### config.mk
export PLATFORM = sky130hd
export DESIGN_NAME = pipe_ctrl
export DESIGN_NICKNAME = d
export VERILOG_FILES = /design/src/rtl/pipe_ctrl.sv
export SDC_FILE = /design/constraint.sdc
export NUM_CORES = 1
export LEC_CHECK = 0
export CORE_ASPECT_RATIO = 1.5
export CORE_UTILIZATION = 39
export DETAILED_ROUTE_END_ITERATION = 10
export PLACE_DENSITY_LB_ADDON = 0.1
export SKIP_LAST_GASP = 1
export SYNTH_ARGS = -nofsm -noshare
export SYNTH_HDL_FRONTEND = slang
export SYNTH_SLANG_ARGS = --single-unit
### constraint.sdc
create_clock -name clk_i -period 2.9 [get_ports clk_i]
set_clock_uncertainty 0.2 [all_clocks]
set_input_delay 0.435 -clock clk_i [delete_from_list [all_inputs] [get_ports clk_i]]
set_output_delay 0.435 -clock clk_i [all_outputs]
set_load 0.05 [all_outputs]
### src/rtl/pipe_ctrl.sv
// Pipeline sequencing controller: long-latency write scoreboard, RAW/WAW stall,
// redirect flush sequencing and FENCE drain for the IF/ID/EX core.
//
// state | meaning
// RUN   | normal issue, stall on scoreboard hazard or busy EX
// FLUSH | redirect in progress, IF/ID cleared, issue suppressed
// DRAIN | FENCE held in ID until scoreboard empty and EX idle
module pipe_ctrl #(
  parameter int FLUSH_CYCLES = 2,
  parameter int REG_NUM      = 32
) (
  input  logic        clk_i,
  input  logic        rst_n_i,
  input  logic        id_valid_i,
  input  logic [4:0]  id_reg1_raddr_i,
  input  logic [4:0]  id_reg2_raddr_i,
  input  logic        id_rs1_used_i,
  input  logic        id_rs2_used_i,
  input  logic        id_reg_wen_i,
  input  logic [4:0]  id_reg_waddr_i,
  input  logic        id_long_i,
  input  logic        id_fence_i,
  input  logic        ex_busy_i,
  input  logic        ex_jump_i,
  input  logic [31:0] ex_jump_addr_i,
  input  logic        wb_long_done_i,
  input  logic [4:0]  wb_long_waddr_i,
  output logic        issue_o,
  output logic        hold_if_o,
  output logic        hold_id_o,
  output logic        flush_if_o,
  output logic        jump_o,
  output logic [31:0] jump_addr_o,
  output logic [31:0] pending_o
);

  typedef enum logic [1:0] {
    ST_RUN   = 2'd0,
    ST_FLUSH = 2'd1,
    ST_DRAIN = 2'd2
  } state_e;

  localparam logic [3:0] FLUSH_LOAD = 4'(FLUSH_CYCLES - 1);

  state_e      state_q, state_d;
  logic [3:0]  cnt_q, cnt_d;
  logic [31:0] sb_q, sb_d;

  logic hz;
  logic issue, hold, flush, jump;
  logic [31:0] jump_addr;

  always_ff @(posedge clk_i) begin
    if (!rst_n_i) begin
      state_q <= ST_RUN;
      cnt_q   <= '0;
      sb_q    <= '0;
    end else begin
      state_q <= state_d;
      cnt_q   <= cnt_d;
      sb_q    <= sb_d;
    end
  end

  // Only the registered scoreboard is consulted: a retirement this cycle
  // releases the stall on the following cycle.
  always_comb begin
    hz = 1'b0;
    if (id_rs1_used_i && (id_reg1_raddr_i != 5'd0) && sb_q[id_reg1_raddr_i]) hz = 1'b1;
    if (id_rs2_used_i && (id_reg2_raddr_i != 5'd0) && sb_q[id_reg2_raddr_i]) hz = 1'b1;
    if (id_reg_wen_i && (id_reg_waddr_i != 5'd0) && sb_q[id_reg_waddr_i]) hz = 1'b1;
  end

  always_comb begin
    state_d = state_q;
    cnt_d   = cnt_q;
    if (ex_jump_i) begin
      state_d = ST_FLUSH;
      cnt_d   = FLUSH_LOAD;
    end else begin
      case (state_q)
        ST_RUN: begin
          if (id_valid_i && id_fence_i) state_d = ST_DRAIN;
        end
        ST_FLUSH: begin
          if (cnt_q == 4'd0) state_d = ST_RUN;
          else               cnt_d   = cnt_q - 4'd1;
        end
        ST_DRAIN: begin
          if (issue) state_d = ST_RUN;
        end
        default: state_d = ST_RUN;
      endcase
    end
  end

  always_comb begin
    issue     = 1'b0;
    hold      = 1'b0;
    flush     = 1'b0;
    jump      = 1'b0;
    jump_addr = 32'h0;
    if (!rst_n_i) begin
      issue = 1'b0;
    end else if (ex_jump_i) begin
      jump      = 1'b1;
      jump_addr = ex_jump_addr_i;
      flush     = 1'b1;
    end else begin
      case (state_q)
        ST_RUN: begin
          issue = id_valid_i && !hz && !ex_busy_i && !id_fence_i;
          hold  = id_valid_i && !issue;
        end
        ST_FLUSH: flush = 1'b1;
        ST_DRAIN: begin
          hold  = (sb_q != 32'h0) || ex_busy_i;
          issue = id_valid_i && !hold;
        end
        default: issue = 1'b0;
      endcase
    end
  end

  // Clear first, then set, so a same-cycle retire/issue to one register keeps it pending.
  always_comb begin
    sb_d = sb_q;
    if (wb_long_done_i) sb_d[wb_long_waddr_i] = 1'b0;
    if (issue && id_reg_wen_i && id_long_i && (id_reg_waddr_i != 5'd0))
      sb_d[id_reg_waddr_i] = 1'b1;
    for (int n = 0; n < 32; n++) begin
      if ((n == 0) || (n >= REG_NUM)) sb_d[n] = 1'b0;
    end
  end

  assign issue_o     = issue;
  assign hold_if_o   = hold;
  assign hold_id_o   = hold;
  assign flush_if_o  = flush;
  assign jump_o      = jump;
  assign jump_addr_o = jump_addr;
  assign pending_o   = rst_n_i ? sb_q : 32'h0;

endmodule

==> metrics.txt, run 1 <==
later-pin clock latency in the skew report=around 0.32 ns; Max-Cap Viols=0; largest fanout on the critical path=2; initial antenna violation count=0; 1st-iter DRT viols=around 380; largest area contributor in the netlist=dfxtp_1; CTS tree=done; total gr overflow=0; vias in the first global route=3882; WL/cell=around 22 um; Post-DP HPWL=between 9 and 10 mm; Total Routing Usage GR=about a third; RSZ-0062 raised after global routing=yes; Fin Setup TNS=-3.84 ns; Core ar.=around 7300 um2; CP startpoint kind=register; Ant. Diodes=0; fin crit period=around 3.2 ns; PD cells=263 nW/um2; DR vias/cell=6.33; total power draw=1.59 mW; Worst EP arrival=about 2.6 ns; Yosys warnings=0; failing checks=setup timing; most instantiated cells after synthesis=37 x dfxtp_1, 37 x o21ai_0, 33 x and3_1; Final ANT Viol Nets=0; Layout area overhead=102%; Die W=approximately 73 um; final net count=585; WS Path Type=reg2out; # H-tree levels=2; FP Rows=38; cts bufs inserted=5; synth top area cells=dfxtp_1 25%, mux4_2 11%, o31ai_1 7.1%; status=finished, violations left; endpoints failing setup=34; ys async rst share=0%; Peak supply drop=224 uV; post-synthesis sequential area ratio=between 20% and 30%; maximum number of pins on one net before global-route repair=47; worst hold path class=reg2reg; Primary FF master, synth=dfxtp_1; clock sinks=37; full die area=approximately 8000 um2; Worst setup EP type=output port; Avg Cell Area, Syn=8.48 um2; Port Buffer Count=130; Post-Syn Area=between 2000 and 3000 um2; final worst slack=-0.312 ns; IO Pins=about 130; Synth top area share=between 20 and 25%; EDFF count, synth=0; first-pass GRT wire length=~20 mm; Worst Tran Pin Value=approximately 0.82 ns; clock transition at the registers of the reported paths=0.08 ns; CTS Buffer Depth=2; routed wire length=around 14 mm; Initial Util=40.7%; #FFs+latches synth=37; Tcrit/Tclk final=111%; Core Util, Final=between 80 and 90%; Slew headroom=about 45%; synth unique cells=between 40 and 50; DR pass1 iterations=6; GP Congestion=~0.9; die span in y=about 110 um; post-route DRC violation count=0; Vias=a little under 4000; fraction of layout cells with a size suffix above 1=slightly above 40%; final hold slack=~0.30 ns; clk root buf=clkbuf_8; Hold Buf Count CTS=0; Mapped Nets=415; f_max=between 0.3 and 0.4 GHz; Hold Violations, Final=0; Syn Inst Count=between 300 and 400; P_leak=roughly 2.4 nW; required time of the critical path=approximately 2.3 ns; Final Max Tran Viols=0
## metal layers
| layer | vias up | part of all wire (%) | routed length (um) | global-route usage (%) |
|---|---|---|---|---|
| met4 | 0 | 5.6 | 779 | 19.1 |
| met3 | 86 | 11 | 1480 | 10.4 |
| li1 | 1683 | - | - | - |
| met2 | 328 | 52 | 7180 | 55.9 |
| met5 | - | 0 | 0 | 0 |
| met1 | 1841 | 32 | 4500 | 36.3 |
## layout by cell type (no fill, tap or decap), types with 3 or more instances in the layout
cell type,count
o31ai_1,3
buf_6,8
mux2_2,3
buf_4,50
o31ai_2,15
mux4_2,15
nor4_1,10
and3_1,32
nor2_1,6
o22ai_1,3
inv_1,10
or3_1,3
dfxtp_2,3
o21a_1,3
o21ai_0,36
nand3_1,7
clkdlybuf4s50_1,51
dfxtp_1,34
o31ai_4,14
nor3_1,3
nand4_1,4
nor2b_1,6
buf_12,69
nand2b_1,5
and2_1,31
nand3b_1,9
or3b_2,4
mux2i_1,13
nand2_1,14
clkbuf_8,5
dlygate4sd2_1,6
## power by group
part	switching, mW	internal, mW
combinational	0.255	0.251
clock	0.218	0.347
sequential	0.00325	0.511
total	0.476	1.11
## metrics by stage
stage | cell area [um2] | setup WS, ns | cells
after global placement | 5380 | -0.753 | 605
after global routing | 6020 | -0.390 | 622
after floorplan | 3030 | -0.208 | 351
after detailed placement | 5380 | -0.774 | 605
final | 6020 | -0.312 | 622
after CTS | 5690 | -0.348 | 619
## cell type report
class / instances / area, um2
Timing Repair Buffer: 192 / 2560
Multi-Input combinational cell: 275 / 2410
Tap cell: 100 / 125
Inverter: 10 / 37.5
Fill cell: 447 / 1300
Clock buffer: 5 / 68.8
Sequential cell: 37 / 744
Clock inverter: 3 / 68.8
## flip-flops by register name, indices dropped and copies added, names as in the netlist
signal	flops
sb_q	31
state_q	2
cnt_q	4
## final timing paths
kind / slack [ns] / cells past startpoint / end / startpoint
worst max-delay path: -0.31 / 7 / issue_o / sb_q[15]
worst min-delay path: 0.30 / 2 / cnt_q[2] / cnt_q[2]
worst max register to register: -0.18 / 8 / sb_q[18] / sb_q[15]
worst min register to register: 0.30 / 2 / cnt_q[2] / cnt_q[2]
## cells by family after synthesis
family          synth area share, %
xor+xnor                      0.588
mux                            17.2
simple gates                   29.5
flops                          24.9
buf+inv                        5.97
compound gates                 21.3
fa+ha+maj                     0.420
other cells                   0.126
## repair_timing
action | 4_1_cts | 5_1_grt
gates cloned | 3 | 3
setup buffers | 3 | 0
endpoints found under the setup margin | 34 | 34
endpoints found under the hold margin | 0 | 0
resized for setup | 43 | 42
pin swaps | 10 | 8
## critical path: stages, from the launching register on
cell and delay, ns:
dfxtp_1 0.33, mux4_2 0.47, mux2_4 0.28, a211o_1 0.26, a32o_2 0.29, or3_4 0.34, a21oi_4 0.15, buf_12 0.15
Power figures use the tool's default switching activity.
==> inputs of run 2 (changes only) <==
- CELL_PAD_IN_SITES_DETAIL_PLACEMENT: unset -> 1
- CELL_PAD_IN_SITES_GLOBAL_PLACEMENT: unset -> 1
- CORE_UTILIZATION: 39 -> 27
==> run 2 against run 1 <==
Net effect: the run still ends with setup timing left; die area grew 43%; hold slack gained 0.0010 ns; highest routed layer unchanged; setup slack lost 0.033 ns; clock-buffer cell count grew 1; critical path depth is the same.
==> metrics.txt, run 2 (synthesis gave the netlist of run 1 again) <==
status=finished, violations left; failing checks=setup timing; FP Rows=46; maximum number of pins on one net before global-route repair=35; Final ANT Viol Nets=0; Port Buffer Count=130; routed wire length=between 10 and 15 mm; cell family with the largest share of critical-path delay=multiplexers; most frequent cells in the layout=69 x buf_12, 62 x buf_4, 51 x clkdlybuf4s50_1, 35 x o21ai_0, 34 x dfxtp_1; full die area=between 10000 and 15000 um2; die span in y=131 um; fraction of layout cells with a size suffix above 1=40.8%; slowest CP cell=mux4_2; WS Path Type=reg2out; largest fanout on the critical path=3; hold path depth=2; worst hold path class=reg2reg; final net count=~600; hold endpoint=cnt_q[2]; endpoints failing setup=29; Final Max Tran Viols=0; Post-DP HPWL=~11 mm; first-pass GRT wire length=~22 mm; max reg flops=31; CTS Buffer Depth=2; Peak supply drop=a little over 200 uV; pre-CTS setup slack=-0.805 ns; clock transition at the registers of the reported paths=about 0.06 ns; Vias=between 3000 and 4000; Slew headroom=55.2%; critical-path cell list=mux4_2 > mux2_4 > a211o_1 > a32o_2 > or3_4 > a21oi_4 > buf_12; WL/cell=approximately 20 um; Initial Util=28.0%; worst reg2reg setup slack=-0.08 ns; P_leak=roughly 2.4 nW; cts bufs inserted=5; total power draw=around 1.6 mW; Layout area overhead=100%; 1st-iter DRT viols=roughly 170; most common cell after layout, fill and taps aside=buf_12; largest registers=sb_q x31, cnt_q x4, state_q x2; Worst Tran Pin Value=0.672 ns; PD cells=~270 nW/um2; Worst Path Buf+Inv=1; Total Routing Usage GR=about a quarter; Crit path largest cell delay=roughly 0.47 ns; final worst slack=-0.345 ns; DR pass1 iterations=4; metal3 WL=approximately 830 um; IO Pins=approximately 130; RSZ-0062 raised after global routing=yes; GP Congestion=around 0.80; Hold Violations, Final=0; Worst R2R End=sb_q[3]; Worst R2R Start=sb_q[11]; R2R cell count=8; clock sinks=37; CP startpoint kind=register; Die W=87.8 um; later-pin clock latency in the skew report=about 0.29 ns; f_max=0.308 GHz; Max-Cap Viols=0; CTS tree=done; Fin Setup TNS=-1.79 ns; Tcrit/Tclk final=112%; top sig layer=met4; total gr overflow=0; Worst EP arrival=roughly 2.6 ns; Ant. Diodes=0; vias in the first global route=slightly above 4000; routed length on met2=~7.2 mm; Worst Hold Launch=cnt_q[2]; initial antenna violation count=0; Core ar.=10600 um2; Biggest register=sb_q; clk root buf=clkbuf_16; post-route DRC violation count=0; met1 wire length=5.24 mm; Worst setup EP type=output port; DR vias/cell=5.40; # H-tree levels=2; fin crit period=about 3.2 ns; required time of the critical path=around 2.3 ns
run 2: changes by cell type in the layout (fill, tap and decap cells not counted), sizes merged:
| cell | delta |
|---|---|
| bufinv | -2 |
| inv | -1 |
| clkdlybuf4s15 | -1 |
| clkinv | +2 |
| bufbuf | -2 |
| buf | +15 |
| clkbuf | -1 |
run 2: final cells by class:
class,instances,area [um2]
fill,1146,4680
timing repair buffer,202,2570
multi-input combinational,275,2280
sequential,37,744
tap,144,180
clock buffer,6,139
inverter,10,37.5
clock inverter,2,13.8
run 2: through the flow:
stage | utilization (%) | cells | hold slack (ns) | area, um2
CTS | 55.1 | 676 | 0.308 | 5870
floorplan | - | 351 | 0.257 | 3030
detailed placement | 51.9 | 660 | 0.296 | 5520
global placement | 51.9 | 660 | 0.275 | 5520
finish | 56.0 | 676 | 0.304 | 5960
global route | 56.0 | 676 | 0.374 | 5960
run 2: worst max-delay path by stage:
stage,end,start,cells past startpoint,slack (ns)
after floorplan,issue_o,id_reg2_raddr_i[0],7,-0.21
after global placement,issue_o,id_reg2_raddr_i[0],10,-0.75
after detailed placement,issue_o,id_reg2_raddr_i[0],10,-0.80
after CTS,issue_o,sb_q[11],7,-0.39
after global routing,issue_o,sb_q[11],7,-0.37
final,issue_o,sb_q[11],7,-0.35
run 2: report_power, final:
part	switching, mW	leakage (nW)	internal, mW
sequential	0.00308	0.300	0.512
clock	0.227	0.0768	0.342
combinational	0.250	2.04	0.251
run 2: metal layers:
layer	vias to the layer above	track usage [%]
li1	1697	-
met3	25	5.53
met2	149	46.6
met1	1779	27.6
met4	0	12.0
met5	-	0
run 2: timing repair:
action	CTS	global route
endpoints found under the setup margin	34	34
hold buffers	0	0
gates resized for setup	51	23
pin swaps	10	11
gates cloned	2	0
buffers inserted	6	0
run 2: worst reg2reg max path: stages (launching register included):
cell and delay, ns:
dfxtp_2 0.34, mux4_2 0.48, mux2_4 0.29, a211o_1 0.25
a32o_2 0.31, buf_4 0.16, o41a_1 0.40, buf_12 0.20
o31ai_2 0.27
